### src/rtl/if_id_queue.sv
// ---------------------------------------------------------------------------
// if_id_queue
// Instruction queue between fetch and decode. Each fetched instruction is
// stored with its PC and PC+4 in a DEPTH-entry circular buffer and is handed
// to decode in program order. A branch-taken flush empties the queue in a
// single cycle.
//
// Ports
//   clk             rising-edge clock
//   reset           asynchronous active-low reset
//   push            fetch offers an instruction this cycle
//   if_instruction  fetched instruction word
//   if_pc           PC of the fetched instruction
//   if_pc_plus_4    PC+4 of the fetched instruction
//   pop             decode consumes the head entry this cycle
//   flush           branch taken: discard every buffered entry
//   id_valid        head entry valid (queue non-empty)
//   id_instruction  head instruction, NOP (0) when empty
//   id_pc           head PC, 0 when empty
//   id_pc_plus_4    head PC+4, 0 when empty
//   full            queue holds DEPTH entries (fetch stall)
//   count           number of valid entries, 0..DEPTH
// ---------------------------------------------------------------------------
module if_id_queue #(
    parameter int DEPTH = 4,
    parameter int CW    = 3
) (
    input  logic          clk,
    input  logic          reset,
    input  logic          push,
    input  logic [31:0]   if_instruction,
    input  logic [31:0]   if_pc,
    input  logic [31:0]   if_pc_plus_4,
    input  logic          pop,
    input  logic          flush,
    output logic          id_valid,
    output logic [31:0]   id_instruction,
    output logic [31:0]   id_pc,
    output logic [31:0]   id_pc_plus_4,
    output logic          full,
    output logic [CW-1:0] count
);

    localparam int PW = (DEPTH > 1) ? $clog2(DEPTH) : 1;

    logic [31:0]   r_instr_mem [DEPTH];
    logic [31:0]   r_pc_mem    [DEPTH];
    logic [31:0]   r_pc4_mem   [DEPTH];
    logic [PW-1:0] r_wr_ptr;
    logic [PW-1:0] r_rd_ptr;
    logic [CW-1:0] r_count;

    logic          w_not_empty;
    logic          w_full;
    logic          w_push_ok;
    logic          w_pop_ok;

    // Occupancy flags come from the registered count only (no pop bypass on full).
    always_comb begin
        w_not_empty = (r_count != {CW{1'b0}});
        w_full      = (r_count == CW'(DEPTH));
    end

    // Accept qualifiers: flush overrides both, pop on empty and push on full are dropped.
    always_comb begin
        w_push_ok = push && !w_full && !flush;
        w_pop_ok  = pop && w_not_empty && !flush;
    end

    // Entry storage; contents are left stale on reset because count gates the outputs.
    always_ff @(posedge clk) begin
        if (w_push_ok) begin
            r_instr_mem[r_wr_ptr] <= if_instruction;
            r_pc_mem[r_wr_ptr]    <= if_pc;
            r_pc4_mem[r_wr_ptr]   <= if_pc_plus_4;
        end
    end

    // Write pointer: advances on an accepted push, cleared by flush.
    always_ff @(posedge clk or negedge reset) begin
        if (!reset) begin
            r_wr_ptr <= {PW{1'b0}};
        end else if (flush) begin
            r_wr_ptr <= {PW{1'b0}};
        end else if (w_push_ok) begin
            r_wr_ptr <= r_wr_ptr + PW'(1);
        end else begin
            r_wr_ptr <= r_wr_ptr;
        end
    end

    // Read pointer: advances on an accepted pop, cleared by flush.
    always_ff @(posedge clk or negedge reset) begin
        if (!reset) begin
            r_rd_ptr <= {PW{1'b0}};
        end else if (flush) begin
            r_rd_ptr <= {PW{1'b0}};
        end else if (w_pop_ok) begin
            r_rd_ptr <= r_rd_ptr + PW'(1);
        end else begin
            r_rd_ptr <= r_rd_ptr;
        end
    end

    // Occupancy count: a simultaneous accepted push and pop leaves it unchanged.
    always_ff @(posedge clk or negedge reset) begin
        if (!reset) begin
            r_count <= {CW{1'b0}};
        end else if (flush) begin
            r_count <= {CW{1'b0}};
        end else begin
            case ({w_push_ok, w_pop_ok})
                2'b10:   r_count <= r_count + CW'(1);
                2'b01:   r_count <= r_count - CW'(1);
                default: r_count <= r_count;
            endcase
        end
    end

    // Head presentation: the entry at rd_ptr, forced to a NOP bubble when empty.
    always_comb begin
        id_valid       = w_not_empty;
        full           = w_full;
        count          = r_count;
        id_instruction = 32'h0000_0000;
        id_pc          = 32'h0000_0000;
        id_pc_plus_4   = 32'h0000_0000;
        if (w_not_empty) begin
            id_instruction = r_instr_mem[r_rd_ptr];
            id_pc          = r_pc_mem[r_rd_ptr];
            id_pc_plus_4   = r_pc4_mem[r_rd_ptr];
        end else begin
            id_instruction = 32'h0000_0000;
            id_pc          = 32'h0000_0000;
            id_pc_plus_4   = 32'h0000_0000;
        end
    end

endmodule
### config.mk
export PLATFORM = sky130hd
export DESIGN_NAME = if_id_queue
export DESIGN_NICKNAME = d
export VERILOG_FILES = /design/src/rtl/if_id_queue.sv
export SDC_FILE = /design/constraint.sdc
export NUM_CORES = 1
export LEC_CHECK = 0
export BUFFER_PORTS_ARGS = -buffer_cell sky130_fd_sc_hd__buf_2
export CAP_MARGIN = 20
export CORE_MARGIN = 5
export CORE_UTILIZATION = 57
export CTS_CLUSTER_SIZE = 12
export DETAILED_ROUTE_END_ITERATION = 12
export GPL_TIMING_DRIVEN = 0
export PLACE_DENSITY = 0.79
export SKIP_LAST_GASP = 1
export SLEW_MARGIN = 20
export SYNTH_ARGS = -nofsm -noshare
export SYNTH_HDL_FRONTEND = slang
export SYNTH_SLANG_ARGS = --single-unit
### constraint.sdc
create_clock -name clk -period 4.1 [get_ports clk]
set_input_delay 0.615 -clock clk [delete_from_list [all_inputs] [get_ports clk]]
set_output_delay 0.615 -clock clk [all_outputs]
set_load 0.005 [all_outputs]
Word level (Yosys, flattened, before mapping)
Memory sizes are Yosys's and may differ from the RTL's.
Index checks and enable logic that the tools add are counted.
- bits in registers: 7
- bits in latches: 0
- bits in writable memories: 384
- ROM bits: 0
- word-level logic and storage cells: 34
- memories: 3
- memory list (name ; words ; bits a word ; rd ports ; clocked after memory_dff ; wr ports ; RTL line ; source):
    r_instr_mem ; 4 ; 32 ; 1 ; 0 ; 1 ; 46 ; logic [31:0] r_instr_mem [DEPTH];
    r_pc4_mem ; 4 ; 32 ; 1 ; 0 ; 1 ; 48 ; logic [31:0] r_pc4_mem [DEPTH];
    r_pc_mem ; 4 ; 32 ; 1 ; 0 ; 1 ; 47 ; logic [31:0] r_pc_mem [DEPTH];
- add/sub/neg operators: 4
- multiply operators: 0
- div/mod/pow operators: 0
- order comparisons: 0
- equal/unequal tests: 3
- shift operators: 0
- muxes and demuxes: 11
- bitwise gates (word level): 0
- reduce and logical (&&, ||, !) cells: 10
- operators by type and width (kind ; number):
    32-bit two-way mux ; 3
    2-bit two-way mux ; 4
    3-bit case mux with 2 select lines ; 1
    3-bit nonzero test ; 2
    2-bit by 1-bit adder with 2-bit output, second input constant ; 2
    1-bit logical AND ; 4
    2-bit nonzero test ; 2
    3-bit by 1-bit adder with 3-bit output, second input constant ; 1
    3-bit equality test, second input constant ; 1
    3-bit two-way mux ; 1
    3-bit by 1-bit subtractor with 3-bit output, second input constant ; 1
    2-bit by 1-bit equality test with 1-bit output, second input constant ; 1
    2-bit equality test, second input constant ; 1
    1-bit logical NOT ; 2
    1-bit two-way mux ; 2

Logic depth before layout (Yosys ltp)
- word-level depth: 7
- gate-level depth with buffers: 7

Least setup slack after synthesis
No wires, ideal clock.
- path type: input -> register
- start point: in push
- end point: mem r_instr_mem[2][0], enable pin
- library setup time: 0.466 ns
- arrival time: 3.391 ns
- path slack: 0.243 ns
- cell stages on the path: 4
- path buffers: 1
- cells stage by stage: buf_2 inv_1 nor3_1 and2_1
- longest elaborated chain between the ends: 4
- RTL lines (item ; RTL line ; source):
    start: declaration ; 30 ; input logic push,
    1-bit logical AND (2 in a row) ; 66 ; w_push_ok = push && !w_full && !flush;
    1-bit two-way mux ; 72 ; if (w_push_ok) begin
    1-bit two-way mux (not written as such) ; 73 ; r_instr_mem[r_wr_ptr] <= if_instruction;
    end: declaration ; 46 ;
No other way between the ends.

Final worst setup path
- start point: reg r_rd_ptr[1]
- end point: out id_instruction[19]
- longest elaborated chain between the ends: 2
- RTL lines (item ; RTL line ; source):
    start: declaration ; 50 ; logic [PW-1:0] r_rd_ptr;
    start signal: assignment ; 95 ; r_rd_ptr <= {PW{1'b0}};
    start signal: assignment ; 97 ; r_rd_ptr <= {PW{1'b0}};
    start signal: assignment ; 99 ; r_rd_ptr <= r_rd_ptr + PW'(1);
    memory read 4 x 32 bit ; - ;
    32-bit two-way mux ; 128 ; if (w_not_empty) begin
    end: declaration ; 37 ; output logic [31:0] id_instruction,
No other way between the ends.

==> results.toml <==
[floorplan]
io_pins = 202
area_of_the_placeable_core_um2 = 26100
initial_util_pct = 57.8
die_height_um = 172
floorplan.rows = 59
dieArea_um2 = 29800
floorplan_die_width_um = 172

[worst_setup_path]
timing.reg2reg.setup_slack_ps = 1690
path_delay_family = "buffers and inverters"
crit_chain = "buf_2, clkbuf_1, mux4_2, and2_1, buf_2"
worstReg2RegEnd = "count[1]"
timing.critical_path.fanout_max = 10
worstSetupStartpoint = "r_rd_ptr[1]"
worstSetupPathType = "reg -> out"
rr_startpoint = "count[1]"
rr_worst_depth = 7
cp_slowest_stage_delay_ps = 590
worstPathRequired_ps = 3480
slowest_stage = "sky130_fd_sc_hd__clkbuf_1"
cp-start-kind = "register"
setup.worst_path.end_class = "output pin"
timing.critical_path.mode_cell = "sky130_fd_sc_hd__buf_2"
critical_path_buf_inv_count = 3
cp.arrival_ps = 2400

[route]
drt-total-wl_mm = 29.3
ant_nets = 0
drt-wirelength-per-cell_um = 23.0
vias = 7315
post_route_drc_violation_count = 0
drt_first_iter_violations = 520
route.detailed.vias_per_inst = 5.72
drt_first_pass_iters = 5

[timing]
tightestPinTransition_ps = 730
slew_headroom_pct = 51.3
fin_crit_sh_pct = 73.6
fin_skew_ps = 14.4
report.final.hold_viol_count = 0
fin_hold_ws_ps = 312
max_freq_mhz = 331
setup_slack_ps = 1080
report.final.setup_viol = 0
final-max-slew-violation-count = 0
grt_setup_unrepaired = "no"
final.min_clock_period_ps = 3020

[grt]
via_count_of_the_first_global_routing_pass = 7831
initial_antenna_violation_count = 3
globalRoute.totalOverflow = 0
maximum_number_of_pins_on_one_net_before_global_route_repair = 48
grt_util_all_layers_pct = 20.0
wire_length_of_the_first_global_routing_pass_mm = 44.6

[job]
drv.max_cap_violation_count = 0

[clocking]
post_cts.resized_instances = 0
cts-buffers-inserted = 39
cts-root-buf = "sky130_fd_sc_hd__clkbuf_16"
clock_insertion_delay_worst_skew_ps = 510
htree_levels = 2
cts.reportedPaths.clkPinSlew_ps = 60
max-clock-path-buffers = 3
tritoncts_clock_tree = "built"
clock_sinks = 391

[worst_hold_path]
worstHoldPathType = "in -> reg"
hold_path_depth = 1
hold_path_end = "r_instr_mem[2][14]"
hold_crit_start = "if_instruction[14]"

[placed_design]
numPortBuffers = 201
dp.final_hpwl_mm = 18.6
routabilityCongestion = 0.735
dpl_worst_slack_ps = 1400

[logic_synthesis]
synth-seq-area-share_pct = 77.8
synth.cell_area_um2 = 15000
synth.ff_latch_count = 391
synth_fp_nets = 780
synth_area_per_cell_um2 = 22.3
yosys.cell_types.count = 35
syn-instance-count = 674
ys_warn_count = 0

[final_layout]
most-common-layout-cells = "384 x sky130_fd_sc_hd__edfxtp_1, 220 x sky130_fd_sc_hd__buf_2, 96 x sky130_fd_sc_hd__mux4_2, 96 x sky130_fd_sc_hd__and2_1, 39 x sky130_fd_sc_hd__clkbuf_16"
num-nets-final = 1031
final_common_cell = "sky130_fd_sc_hd__edfxtp_1"
flow.area_growth_from_synthesis_pct = 17.8
drive_above_1_share_pct = 39.9
diode_insertion_count_for_antenna_repair = 0

[pwr]
max-vdd-ir-drop_v = 0.000447
powerDensity_nw_per_um2 = 520
cell_leakage_power_nw = 6.13

[status]
run_status = "finished, final reports clean"
==> kinds of logic after synthesis <==
kind of cell	count (synthesis)	synth area share [%]
buf+inv	41	1.48
compound gates	17	0.740
fa+ha+maj	5	0.466
xor+xnor	3	0.175
flops	391	77.8
simple gates	120	4.91
mux	97	14.4
==> through the flow <==
stage / instances / setup TNS, ps / power [mW] / area [um2] / util, %
floorplan: 674 / 0 / 5.62 / 15000 / -
global placement: 1210 / -617820 / 6.25 / 16500 / 63.2
detailed placement: 1218 / 0 / 6.28 / 16700 / 64.0
CTS: 1278 / 0 / 9.36 / 17700 / 68.1
global route: 1278 / 0 / 9.65 / 17700 / 68.1
finish: 1278 / 0 / 9.22 / 17700 / 68.1
==> power breakdown <==
group	total, mW	leakage (nW)	internal, mW	switching, mW
registers	4.56	3.58	4.53	0.0348
logic	1.59	2.04	0.804	0.789
clock network	3.07	0.511	1.74	1.33
==> worst register-to-register path, stage by stage (launching register included) <==
cell and delay, ps:
sky130_fd_sc_hd__dfrtp_1 400, sky130_fd_sc_hd__buf_2 180, sky130_fd_sc_hd__o31ai_1 410, sky130_fd_sc_hd__nor3_1 110, sky130_fd_sc_hd__fa_1 550, sky130_fd_sc_hd__nor2b_1 60, sky130_fd_sc_hd__or4_1 470, sky130_fd_sc_hd__o211ai_1 130
==> layer usage <==
layer | global-route usage (%) | vias up | wire length (um)
li1 | - | 3239 | -
met5 | 0 | - | 28
met4 | 4.85 | 6 | 557
met2 | 34.3 | 266 | 15400
met1 | 26.8 | 3753 | 11500
met3 | 4.14 | 51 | 1910
==> how the worst max path moves through the flow <==
stage | endpoint | slack, ps | cells past startpoint
finish | id_instruction[19] | 1080 | 5
global route | id_pc[14] | 970 | 6
CTS | id_pc[20] | 1030 | 6
detailed placement | r_pc_mem[0][21] | 1400 | 6
global placement | r_pc_mem[0][10] | -1700 | 5
floorplan | r_instr_mem[2][0] | 240 | 4
==> what timing repair did <==
action	4_1_cts	5_1_grt
hold buffers	1	0
endpoints found under the hold margin	7	0
buffers inserted	0	0
==> cells in the mapped netlist, drive strengths merged <==
library cell / instances / area, um2
a21oi: 5 / 25.0
a31oi: 1 / 6.26
and2: 100 / 626
buf: 24 / 159
clkbuf: 14 / 52.6
dfrtp: 7 / 175
edfxtp: 384 / 11500
fa: 1 / 20.0
ha: 4 / 50.1
inv: 3 / 11.3
mux2: 1 / 11.3
mux4: 96 / 2160
nand2: 2 / 7.51
nand2b: 2 / 12.5
nand3: 1 / 5.00
nand3b: 1 / 7.51
nand4b: 1 / 8.76
nor2: 4 / 15.0
nor2b: 2 / 12.5
nor3: 2 / 10.0
nor3b: 1 / 7.51
o211ai: 2 / 15.0
o21a: 1 / 7.51
o21ai: 3 / 15.0
o21ba: 1 / 10.0
o21bai: 1 / 7.51
o221ai: 1 / 8.76
o311ai: 1 / 8.76
o31ai: 1 / 7.51
or3: 2 / 12.5
or4: 2 / 15.0
xnor2: 1 / 8.76
xor2: 2 / 17.5
==> state kept, by name (all words and copies together) (netlist names) <==
| register | flops |
|---|---|
| r_pc4_mem | 128 |
| r_instr_mem | 128 |
| count | 3 |
| r_wr_ptr | 2 |
| r_pc_mem | 128 |
| r_rd_ptr | 2 |
==> layout make-up <==
cell class / instances / area, um2
multi-input cells: 242 / 3130
well taps: 335 / 419
clock inverters: 4 / 21.3
repair buffers: 210 / 1200
flip-flops and latches: 391 / 11700
clock buffers: 55 / 1040
inverters: 3 / 11.3
fillers: 1664 / 8320
plain buffers: 38 / 211
Power figures use the tool's default switching activity.
